### src/rtl/z80_mem_store_seq.sv
// z80_mem_store_seq: T-state sequencer for byte, indexed and word memory stores with wait/timeout handling.
// Optional trace outputs for the z80fi checkers are enabled by defining Z80FI_STORE_TRACE_EN.
module z80_mem_store_seq #(
  parameter int ADDR_W = 16,
  parameter int WAIT_LIMIT = 0,
  parameter int CALC_T = 5
) (
  input  logic              clk,
  input  logic              reset,
  input  logic              start,
  input  logic [1:0]        mode,
  input  logic [ADDR_W-1:0] base_addr,
  input  logic [7:0]        disp,
  input  logic [15:0]       wdata,
  output logic              busy,
  output logic              done,
  output logic              err,
  output logic [ADDR_W-1:0] bus_addr,
  output logic [7:0]        bus_wdata,
  output logic              bus_wr,
  input  logic              bus_wait
`ifdef Z80FI_STORE_TRACE_EN
  ,
  output logic              trace_valid,
  output logic [7:0]        trace_tcycles1,
  output logic [7:0]        trace_tcycles2,
  output logic [7:0]        trace_tcycles3,
  output logic [ADDR_W-1:0] trace_waddr,
  output logic [7:0]        trace_wdata
`endif
);
  localparam int WC_W = (WAIT_LIMIT > 0) ? $clog2(WAIT_LIMIT + 1) : 1;
  localparam int CC_W = (CALC_T > 1) ? $clog2(CALC_T) : 1;
  localparam logic [WC_W-1:0] WAIT_LAST = WC_W'((WAIT_LIMIT > 0) ? WAIT_LIMIT - 1 : 0);
  localparam logic [CC_W-1:0] CALC_LAST = CC_W'(CALC_T - 1);
  localparam logic [WC_W-1:0] WAIT_INC = WC_W'(WAIT_LIMIT > 0);
  typedef enum logic [2:0] {IDLE, CALC, W_T1, W_T2, W_TW, W_T3, DONE} state_t;
  state_t            state;
  logic [1:0]        op_mode;
  logic [ADDR_W-1:0] op_base;
  logic [7:0]        op_disp;
  logic [15:0]       op_wdata;
  logic              second;
  logic [CC_W-1:0]   calc_cnt;
  logic [WC_W-1:0]   wait_cnt;
  logic [ADDR_W-1:0] ea;
  logic              timeout;
  always_comb begin
    ea = op_base + {{(ADDR_W-8){op_disp[7]}}, op_disp};
    timeout = (WAIT_LIMIT > 0) && bus_wait && (wait_cnt == WAIT_LAST);
  end
  always_ff @(posedge clk or posedge reset) begin
    if (reset) begin
      state     <= IDLE;
      op_mode   <= '0;
      op_base   <= '0;
      op_disp   <= '0;
      op_wdata  <= '0;
      second    <= 1'b0;
      calc_cnt  <= '0;
      wait_cnt  <= '0;
      busy      <= 1'b0;
      done      <= 1'b0;
      err       <= 1'b0;
      bus_addr  <= '0;
      bus_wdata <= '0;
      bus_wr    <= 1'b0;
    end else begin
      done <= 1'b0;
      err  <= 1'b0;
      case (state)
        IDLE: if (start) begin
          op_mode  <= mode;
          op_base  <= base_addr;
          op_disp  <= disp;
          op_wdata <= wdata;
          second   <= 1'b0;
          calc_cnt <= '0;
          wait_cnt <= '0;
          // reserved mode completes immediately, so busy never rises
          if (mode == 2'd3) begin
            state <= DONE;
            done  <= 1'b1;
            err   <= 1'b1;
          end else begin
            busy  <= 1'b1;
            state <= (mode == 2'd1) ? CALC : W_T1;
            if (mode != 2'd1) begin
              bus_addr  <= base_addr;
              bus_wdata <= wdata[7:0];
            end
          end
        end
        CALC: if (calc_cnt == CALC_LAST) begin
          state     <= W_T1;
          bus_addr  <= ea;
          bus_wdata <= op_wdata[7:0];
        end else calc_cnt <= calc_cnt + 1'b1;
        W_T1: begin
          bus_wr <= 1'b1;
          state  <= W_T2;
        end
        W_T2: state <= bus_wait ? W_TW : W_T3;
        W_TW: if (timeout) begin
          bus_wr <= 1'b0;
          busy   <= 1'b0;
          done   <= 1'b1;
          err    <= 1'b1;
          state  <= DONE;
        end else if (bus_wait) wait_cnt <= wait_cnt + WAIT_INC;
        else state <= W_T3;
        W_T3: begin
          bus_wr <= 1'b0;
          if (op_mode == 2'd2 && !second) begin
            second    <= 1'b1;
            wait_cnt  <= '0;
            bus_addr  <= op_base + ADDR_W'(1);
            bus_wdata <= op_wdata[15:8];
            state     <= W_T1;
          end else begin
            busy  <= 1'b0;
            done  <= 1'b1;
            state <= DONE;
          end
        end
        DONE: state <= IDLE;
        default: state <= IDLE;
      endcase
    end
  end
`ifdef Z80FI_STORE_TRACE_EN
  assign trace_valid = done;
  always_ff @(posedge clk or posedge reset) begin
    if (reset) begin
      trace_tcycles1 <= '0;
      trace_tcycles2 <= '0;
      trace_tcycles3 <= '0;
      trace_waddr    <= '0;
      trace_wdata    <= '0;
    end else begin
      if (state == IDLE && start) begin
        trace_tcycles1 <= '0;
        trace_tcycles2 <= '0;
        trace_tcycles3 <= '0;
      end else if (state == CALC) trace_tcycles1 <= trace_tcycles1 + {7'd0, ~&trace_tcycles1};
      else if (state inside {W_T1, W_T2, W_TW, W_T3}) begin
        if (second) trace_tcycles3 <= trace_tcycles3 + {7'd0, ~&trace_tcycles3};
        else trace_tcycles2 <= trace_tcycles2 + {7'd0, ~&trace_tcycles2};
      end
      if (state == W_T3) begin
        trace_waddr <= bus_addr;
        trace_wdata <= bus_wdata;
      end
    end
  end
`endif
endmodule

### config.mk
export PLATFORM = sky130hd
export DESIGN_NAME = z80_mem_store_seq
export DESIGN_NICKNAME = d
export VERILOG_FILES = /design/src/rtl/z80_mem_store_seq.sv
export SDC_FILE = /design/constraint.sdc
export NUM_CORES = 1
export LEC_CHECK = 0
export ABC_AREA = 1
export CORE_MARGIN = 2
export CORE_UTILIZATION = 53
export DETAILED_ROUTE_END_ITERATION = 8
export MAX_ROUTING_LAYER = met4
export PLACE_DENSITY = 0.79
export SLEW_MARGIN = 20
export SYNTH_ARGS = -nofsm -noshare
export SYNTH_HDL_FRONTEND = slang
export SYNTH_SLANG_ARGS = --single-unit
### constraint.sdc
create_clock -name clk -period 3.4 [get_ports clk]
set_clock_uncertainty 0.2 [all_clocks]
set_input_delay 0.34 -clock clk [delete_from_list [all_inputs] [get_ports clk]]
set_output_delay 0.34 -clock clk [all_outputs]
set_load 0.05 [all_outputs]
==> impl_metrics.toml, run 1 <==
[cts]
clk_path_buf_depth = 2
cts.sinks = 77
clk_pin_slew_worst_paths_ns = 0.08
cts_setup_buffers = 0
cts_root_buf = "clkbuf_8"
cts_hold_buf = 0
cts_resized = 0
cts_buffers = 9
cts_tree = "done"
htreeDepth = 3
insertion_delay_ns = 0.35

[die]
core_area_um2 = 7650
initial_utilization_pct = 54.1
dieArea_um2 = 8530
ios = 74
die-width_um = 92.4
num_rows = 32
die-height_um = 92.4

[timing]
rsz0062_at_grt = "false"
setup_viol = 0
drv_slew = 0
period_share_pct = 82.5
fmax_ghz = 0.357
finalSetupTns_ns = 0
fin_crit_ns = 2.80
finalHoldViolations = 0
slew_headroom_pct = 46.0
tightest_slew_ns = 0.809

[logic_synthesis]
synthArstFlopShare_pct = 100
ys_seq_elements = 77
synth_edf_count = 0
ys_warn_count = 0
synth_cell_type_count = 37
synth_top_flop_cell = "dfrtp_1"
synth_nets = 597
synthCells = 541
syn_area_per_cell_um2 = 7.65
ys_seq_area_share_pct = 46.6
syn_area_um2 = 4140

[routing]
vias = 3752
first_iter_violations = 180
remaining_drc_errors = 0
drtAntennaViolNets = 0
drt-vias-per-instance = 5.20
first_pass_iters = 5
wirelength_mm = 10.3
wl_per_cell_um = 14.2

[setup_path]
cp-end-kind = "flip-flop"
worstPathMaxFanout = 6
crit_slowest_cell = "dfrtp_1"
path_class = "reg2reg"
required_ns = 3.45
crit_top_cell = "nand2_1"
cp.arrival_ns = 2.86
worstPathCellList = "nand3_4 -> clkinv_1 -> or2_2 -> ha_1 -> fa_1 -> nand2_1 -> nand2_1 -> nand3_1 -> nand2_1 -> nand2_1 -> nand2_1 -> nand3_1 -> nand2_2 -> nand2_1 -> nand2_1 -> nand2_1 -> nand3_1 -> nand2_1 -> nand2_1"
startpoint_type = "flip-flop"
regToRegStartpoint = "state[0]"
cp-startpoint = "state[0]"
r2r_setup_slack_ns = 0.60
critical_path.max_stage_delay_ns = 0.46

[cells_and_area]
final_common_cell = "nand2_1"
num_antenna_cells = 0
post_layout_nonfiller_instances = 721
layout_common_cells = "nand2_1 (193), dfrtp_1 (77), clkdlybuf4s50_1 (73)"
fin_nets = 670
seq_area_um2 = 1930
layout-drive-gt1-share_pct = 8.24
syn_to_final_growth_pct = 25.5
multi_input_area_um2 = 1880
num-fill-cells = 640

[global_route]
grt_pass1_vias = 3935
grt_start_max_net_pins = 31
grt.overflow.total = 0
antenna_found_initial = 0
grtUsageTotal_pct = 27.1
grt_first_pass_wirelength_mm = 17.8

[worst_hold_path]
hold_class = "in2async"

[placement]
place_hpwl_mm = 7.30
dp_cells = 705
place.gp.congestion = 0.948
io_buffers = 73

[power]
cellLeakagePower_nw = 2.60
powerDensity_nw_per_um2 = 1100
ir_drop_mv = 0.555

[run]
cap_violations = 0

[run_status]
status = "completed"
-- path summary, 6_finish.rpt --
kind	endpoint	cells past startpoint
max in group asynchronous	op_disp[3]	3
max reg2reg	bus_addr[12]	19
min in group clk	op_wdata[15]	2
max	bus_addr[12]	19
min reg2reg	op_wdata[15]	2
min	bus_addr[6]	2
-- cells by family (layout without fill, tap and decap cells) --
family                     count (synthesis)  count (layout)  share of synthesized area (%)
AOI/OAI and AO/OA                         79              79                           11.3
buffers and inverters                     78             156                           8.10
adders and majority gates                 10              10                           3.20
and+or+nand+nor                          292             292                           29.8
xor gates and xnor gates                   5               5                           1.06
DFF                                       77              77                           46.6
-- metrics by stage --
step | utilization, % | total power [mW] | instance area (um^2) | worst slack (ns) | hold slack [ns]
2_1_floorplan | - | 4.01 | 4140 | 0.510 | 0.234
3_3_place_gp | 64.8 | 4.76 | 4950 | 0.676 | 0.249
3_5_place_dp | 64.8 | 4.86 | 4950 | 0.613 | 0.261
4_1_cts | 67.9 | 5.72 | 5190 | 0.598 | 0.166
5_1_grt | 67.9 | 6.17 | 5190 | 0.356 | 0.187
6_report | 67.9 | 5.71 | 5190 | 0.597 | 0.151
-- worst max-delay path, delay by kind of cell, from the launching register on --
kind | cells | cell delay (ns)
adder cells (fa/ha/maj) | 2 | 0.60
buffers and inverters | 1 | 0.07
flip-flops | 1 | 0.46
AND/OR/NAND/NOR | 16 | 1.37
-- power breakdown --
group,total [mW],leakage [nW],internal (mW),switching [mW]
Combinational,3.23,1.55,1.08,2.15
Clock,0.845,0.116,0.488,0.357
Sequential,1.64,0.936,1.35,0.285
Total,5.71,2.60,2.92,2.79
-- Yosys cell counts, types with 2 or more instances --
library cell    n  area (um^2)
nand2_4         5         56.3
inv_2           4         15.0
a41oi_1         4         35.0
dfrtp_1        77         1930
a22oi_1         8         60.1
o21ai_1         2         10.0
nor2_2          3         18.8
clkinv_1        2         7.51
nand2_1       193          724
xor2_1          4         35.0
nand3_1        30          150
o21ai_0        22          110
nor3_1          2         10.0
a31oi_1        14         87.6
buf_2           4         20.0
a21oi_1        21          105
o22ai_1         2         12.5
or2_2           2         12.5
nor2_1         45          169
a211oi_1        2         15.0
buf_4           3         22.5
inv_1          52          195
ha_1            9          113
a21o_1          2         15.0
nand2_2         8         50.1
clkbuf_1       10         37.5
-- sequential cells by signal, summed over array words and instances, names as in the netlist, 2 cells and up --
signal     count
op_base       16
state          3
bus_wdata      8
op_mode        2
op_wdata      16
bus_addr      16
calc_cnt       3
op_disp        8
-- final cells by class --
class	count	area share, %
clock buffers	10	2.46
inverters	59	4.31
multi-input cells	386	36.3
well taps	102	2.46
repair buffers	81	15.2
flip-flops and latches	77	37.1
clock inverters	6	2.14
-- routing by layer --
layer / track usage [%] / up-vias / part of all wire, %
met3: 5.61 / 24 / 4.0
li1: - / 1866 / -
met4: 10.4 / 0 / 2.2
met2: 47.3 / 89 / 52
met5: - / - / 0
met1: 30.6 / 1773 / 42
(Power assumes the default switching activity.)
==> inputs of run 2 (changes only) <==
Settings changed: CORE_UTILIZATION 53 to 48, PLACE_DENSITY 0.79 to 0.76.
Clock period 3.4 ns to 2.31 ns, I/O delays scaled along.
==> run 2 against run 1 <==
- combinational power up 66%
- wire length up 2.5%
- worst setup slack worse by 0.80 ns
- the flow now finishes with violations (negative setup slack)
- via count up 4.3%
- first-iteration DRC count up 2.2%
==> impl_metrics.toml, run 2 (same netlist as run 1, synthesis figures left out) <==
[global_route]
antenna_found_initial = 0
use_met1_pct = 27.9
gr-usage-met2_pct = 41.5
grt_pass1_vias = 4031
grt_start_max_net_pins = 54
gr-max-usage-layer = "met2"
met3_usage_pct = 5.20
grtUsageTotal_pct = 24.0
grt_first_pass_wirelength_mm = 18.2
grt.overflow.total = 0

[cells_and_area]
syn_to_final_growth_pct = 31.8
final_common_cell = "nand2_1"
seq_area_um2 = 1930
final_util_pct = 65.7
layout-drive-gt1-share_pct = 15.1
num_antenna_cells = 0
multi_input_area_um2 = 2020
fin_nets = 688
design_area_um2 = 5460
reg_top3 = "bus_addr: 16 flops, op_base: 16 flops, op_wdata: 16 flops"
layout_common_cells = "nand2_1 (183), dfrtp_1 (77), clkdlybuf4s50_1 (73)"
num-fill-cells = 690

[setup_path]
cp_top_family = "simple AND/OR/NAND/NOR gates"
startpoint_type = "flip-flop"
crit_top_cell = "nand2_2"
worstPathMaxFanout = 3
reg2reg_depth = 19
worstPathCellList = "nand3_4 -> clkinv_4 -> or2_4 -> ha_4 -> fa_2 -> nand2_2 -> nand2_2 -> nand3_2 -> nand2_2 -> nand2_2 -> nand2_2 -> nand3_2 -> nand2_4 -> nand2_2 -> nand2_1 -> nand2_1 -> nand3_1 -> nand2_1 -> nand2_1"
cp-end-kind = "flip-flop"
regToRegStartpoint = "state[2]"
crit_slowest_cell = "dfrtp_1"
path_buf_inv = 1
critical_path.max_stage_delay_ns = 0.42
cp.arrival_ns = 2.58
r2r_setup_slack_ns = -0.21
r2r_end = "bus_addr[12]"
path_class = "reg2reg"
cp-startpoint = "state[2]"
required_ns = 2.37

[routing]
first_pass_iters = 5
wl_per_cell_um = 14.2
first_iter_violations = 184
wirelength_mm = 10.5
vias = 3913
drt-vias-per-instance = 5.27
drtAntennaViolNets = 0
remaining_drc_errors = 0

[timing]
rsz0062_at_grt = "true"
period_share_pct = 109
finalHoldViolations = 0
fmax_ghz = 0.397
drv_slew = 0
tightest_slew_ns = 0.597
fin_crit_ns = 2.52
setup_viol = 9
timing.final.ws_setup_ns = -0.206
slew_headroom_pct = 60.2

[cts]
clk_pin_slew_worst_paths_ns = 0.09
cts_root_buf = "clkbuf_8"
cts.sinks = 77
clk_path_buf_depth = 2
insertion_delay_ns = 0.36
htreeDepth = 3
cts_tree = "done"
cts_hold_buf = 0
cts_buffers = 9

[power]
ir_drop_mv = 0.799
cellLeakagePower_nw = 2.69
powerDensity_nw_per_um2 = 1600
power_mw = 8.72

[die]
die-height_um = 96.9
die-width_um = 96.9
num_rows = 33
initial_utilization_pct = 49.9
dieArea_um2 = 9380
ios = 74
core_area_um2 = 8300

[placement]
place_hpwl_mm = 7.40
place.gp.congestion = 0.950
place_area_um2 = 5140
io_buffers = 73

[run]
cap_violations = 0

[run_status]
violations = "negative setup slack"
status = "finished with violations"

[worst_hold_path]
hold_class = "in2async"
==> run 2: cell types whose count changed in the layout (fill, tap and decap cells not counted), sizes merged <==
cell / change
bufinv: -3
clkbuf: -1
buf: +18
inv: +2
clkinvlp: +2
==> run 2: worst max-delay path by stage <==
stage / end / slack, ns / depth (start not counted)
4_1_cts: bus_addr[12] / -0.18 / 19
3_5_place_dp: bus_addr[12] / -0.22 / 19
2_1_floorplan: bus_addr[12] / -0.33 / 21
3_3_place_gp: bus_addr[12] / -0.19 / 19
6_report: bus_addr[12] / -0.21 / 19
5_1_grt: bus_addr[12] / -0.35 / 19
==> run 2: metrics by stage <==
step | worst slack [ns] | hold slack (ns) | setup TNS [ns] | std cells
5_1_grt | -0.352 | 0.129 | -2.73 | 742
4_1_cts | -0.182 | 0.0929 | -1.10 | 740
3_5_place_dp | -0.220 | 0.260 | -0.996 | 719
6_report | -0.206 | 0.0774 | -1.08 | 742
3_3_place_gp | -0.189 | 0.254 | -0.689 | 719
2_1_floorplan | -0.332 | 0.148 | -1.14 | 541
==> run 2: worst register-to-register path: stages, from the launching register on <==
cell	delay [ns]
dfrtp_1	0.42
nand3_4	0.12
clkinv_4	0.05
or2_4	0.23
ha_4	0.16
fa_2	0.34
nand2_2	0.09
nand2_2	0.06
nand3_2	0.06
nand2_2	0.05
nand2_2	0.06
nand2_2	0.05
nand3_2	0.09
nand2_4	0.07
nand2_2	0.09
nand2_1	0.04
nand2_1	0.06
nand3_1	0.06
nand2_1	0.06
nand2_1	0.04
==> run 2: final cells by class <==
class,count,area share (%)
clock inverters,7,1.06
multi-input cells,386,37.1
flip-flops and latches,77,35.3
repair buffers,99,17.6
well taps,105,2.41
inverters,59,4.27
clock buffers,9,2.27
==> run 2: where the power goes <==
group	internal (mW)	leakage, nW	total (mW)	switching, mW
combinational	1.97	1.66	5.35	3.38
sequential	1.99	0.936	2.41	0.422
clock	0.405	0.0881	0.960	0.556
total	4.36	2.69	8.72	4.36
==> run 2: layer usage <==
| metal | routed length, um | vias up |
|---|---|---|
| li1 | - | 1908 |
| met1 | 4380 | 1883 |
| met4 | 229 | 0 |
| met3 | 480 | 25 |
| met5 | 0 | - |
| met2 | 5420 | 97 |
==> run 2: timing repair <==
item                                    in CTS  in global routing
pin swaps                                    7                  4
setup buffers                                6                  2
resized for setup                           11                 12
endpoints found under the setup margin       9                 24
==> inputs of run 3 (changes only) <==
--- a/config.mk
+++ b/config.mk
@@ -12,4 +12,5 @@
 export MAX_ROUTING_LAYER = met4
 export PLACE_DENSITY = 0.76
+export RECOVER_POWER = 50
 export SLEW_MARGIN = 20
 export SYNTH_ARGS = -nofsm -noshare
--- a/constraint.sdc
+++ b/constraint.sdc
@@ -3,3 +3,3 @@
 set_input_delay 0.231 -clock clk [delete_from_list [all_inputs] [get_ports clk]]
 set_output_delay 0.231 -clock clk [all_outputs]
-set_load 0.05 [all_outputs]
+set_load 0.02 [all_outputs]
==> run 3 against run 2 <==
- the run still ends with negative setup slack left
- worst setup slack worse by 0.0047 ns
- sequential share of layout area up 0.12 points
- sequential power barely moved
- largest power group unchanged
==> impl_metrics.toml, run 3 (same netlist as run 1, synthesis figures left out) <==
[run_status]
status = "finished with violations"
violations = "negative setup slack"

[routing]
drtAntennaViolNets = 0
wirelength_mm = 10.5
drt-vias-per-instance = 5.24
first_pass_iters = 5
wl_per_cell_um = 14.1
first_iter_violations = 202
remaining_drc_errors = 0
vias = 3886

[cells_and_area]
num_antenna_cells = 0
layout-drive-gt1-share_pct = 14.9
syn_to_final_growth_pct = 31.3
reg_top3 = "bus_addr: 16 flops, op_base: 16 flops, op_wdata: 16 flops"
final_common_cell = "nand2_1"
layout_common_cells = "nand2_1 (183), dfrtp_1 (77), clkdlybuf4s50_1 (72)"
num-fill-cells = 694
design_area_um2 = 5440
fin_nets = 688

[placement]
place_hpwl_mm = 7.40
io_buffers = 73
place.gp.congestion = 0.950
place_area_um2 = 5140

[power]
p_int_mw = 4.36
powerDensity_nw_per_um2 = 1510
netSwitchingFraction_pct = 46.8
p_comb_share_pct = 58.8
p_sw_mw = 3.83
cellLeakagePower_nw = 2.68
pwr-share-clk_pct = 11.7
ir_drop_mv = 0.632
seqPwrFrac_pct = 29.5

[timing]
setup_viol = 9
timing.final.ws_setup_ns = -0.211
slew_headroom_pct = 12.3
period_share_pct = 109
fin_crit_ns = 2.52
finalSetupTns_ns = -1.11
timing.hold.ws_ns = 0.198
tightest_slew_ns = 1.32
rsz0062_at_grt = "true"
fmax_ghz = 0.397
drv_slew = 0
finalHoldViolations = 0

[cts]
htreeDepth = 3
cts_hold_buf = 0
cts_tree = "done"
cts_root_buf = "clkbuf_8"
cts_buffers = 9
clk_path_buf_depth = 2
clk_pin_slew_worst_paths_ns = 0.09
insertion_delay_ns = 0.36
cts.sinks = 77

[die]
die-width_um = 96.9
ios = 74
dieArea_um2 = 9380
die-height_um = 96.9
initial_utilization_pct = 49.9
num_rows = 33
core_area_um2 = 8300

[setup_path]
startpoint_type = "flip-flop"
path_class = "reg2reg"
cp-end-kind = "flip-flop"
cp.arrival_ns = 2.58
worstPathMaxFanout = 3
required_ns = 2.37

[global_route]
antenna_found_initial = 0
grtUsageTotal_pct = 24.0
grt_pass1_vias = 4031
grt.overflow.total = 0
grt_start_max_net_pins = 54
grt_first_pass_wirelength_mm = 18.2

[run]
cap_violations = 0

[worst_hold_path]
hold_class = "in2reg"
-- run 3: path summary, 6_finish.rpt --
path / startpoint / end / slack (ns) / depth (start not counted)
min in group asynchronous: reset / op_wdata[5] / 0.59 / 3
min reg2reg: op_wdata[2] / op_wdata[2] / 0.28 / 2
max: state[2] / bus_addr[12] / -0.21 / 19
max reg2reg: state[2] / bus_addr[12] / -0.21 / 19
min: wdata[14] / op_wdata[14] / 0.20 / 3
max in group asynchronous: reset / op_base[13] / 0.53 / 3
-- run 3: timing repair --
item,in CTS,in global routing
endpoints found under the hold margin,0,0
pin swaps,7,4
resized for setup,11,12
buffers inserted,6,2
setup endpoints to repair,9,24
-- run 3: power groups by stage --
| stage | Clock (mW) | Combinational, mW | Sequential, mW |
|---|---|---|---|
| floorplan | 0 | 2.90 | 2.61 |
| global placement | 0 | 4.40 | 2.41 |
| detailed placement | 0 | 4.50 | 2.42 |
| CTS | 0.976 | 4.68 | 2.40 |
| global route | 1.03 | 5.41 | 2.49 |
| finish | 0.958 | 4.82 | 2.41 |
-- run 3: per-layer routing --
metal / vias to the layer above / wire (um) / track usage, %
li1: 1908 / - / -
met1: 1856 / 4390 / 27.9
met2: 98 / 5430 / 41.5
met3: 24 / 437 / 5.20
met4: 0 / 230 / 7.80
met5: - / 0 / -
-- run 3: layout make-up --
cell class	instances	area [um^2]	share of cell area (%)
Clock buffer	9	124	2.28
Tap cell	105	131	2.42
Multi-Input combinational cell	386	2020	37.2
Inverter	59	233	4.28
Clock inverter	7	57.6	1.06
Timing Repair Buffer	99	940	17.3
Sequential cell	77	1930	35.4
-- run 3: critical path, stage by stage, from the launching register on --
cell and delay, ns:
dfrtp_1 0.42, nand3_4 0.12, clkinv_4 0.05, or2_4 0.23, ha_4 0.16, fa_2 0.34
nand2_2 0.09, nand2_2 0.06, nand3_2 0.06, nand2_2 0.05, nand2_2 0.06, nand2_2 0.05
nand3_2 0.09, nand2_4 0.07, nand2_2 0.08, nand2_1 0.04, nand2_1 0.06, nand3_1 0.06
nand2_1 0.06, nand2_1 0.04
-- run 3: per-stage QoR --
stage	utilization, %	setup WS [ns]	power [mW]	instances
final	65.5	-0.211	8.19	742
after global routing	65.5	-0.352	8.92	742
after CTS	65.0	-0.182	8.06	740
after detailed placement	61.9	-0.220	6.92	719
after global placement	61.9	-0.189	6.80	719
after floorplan	-	-0.331	5.50	541
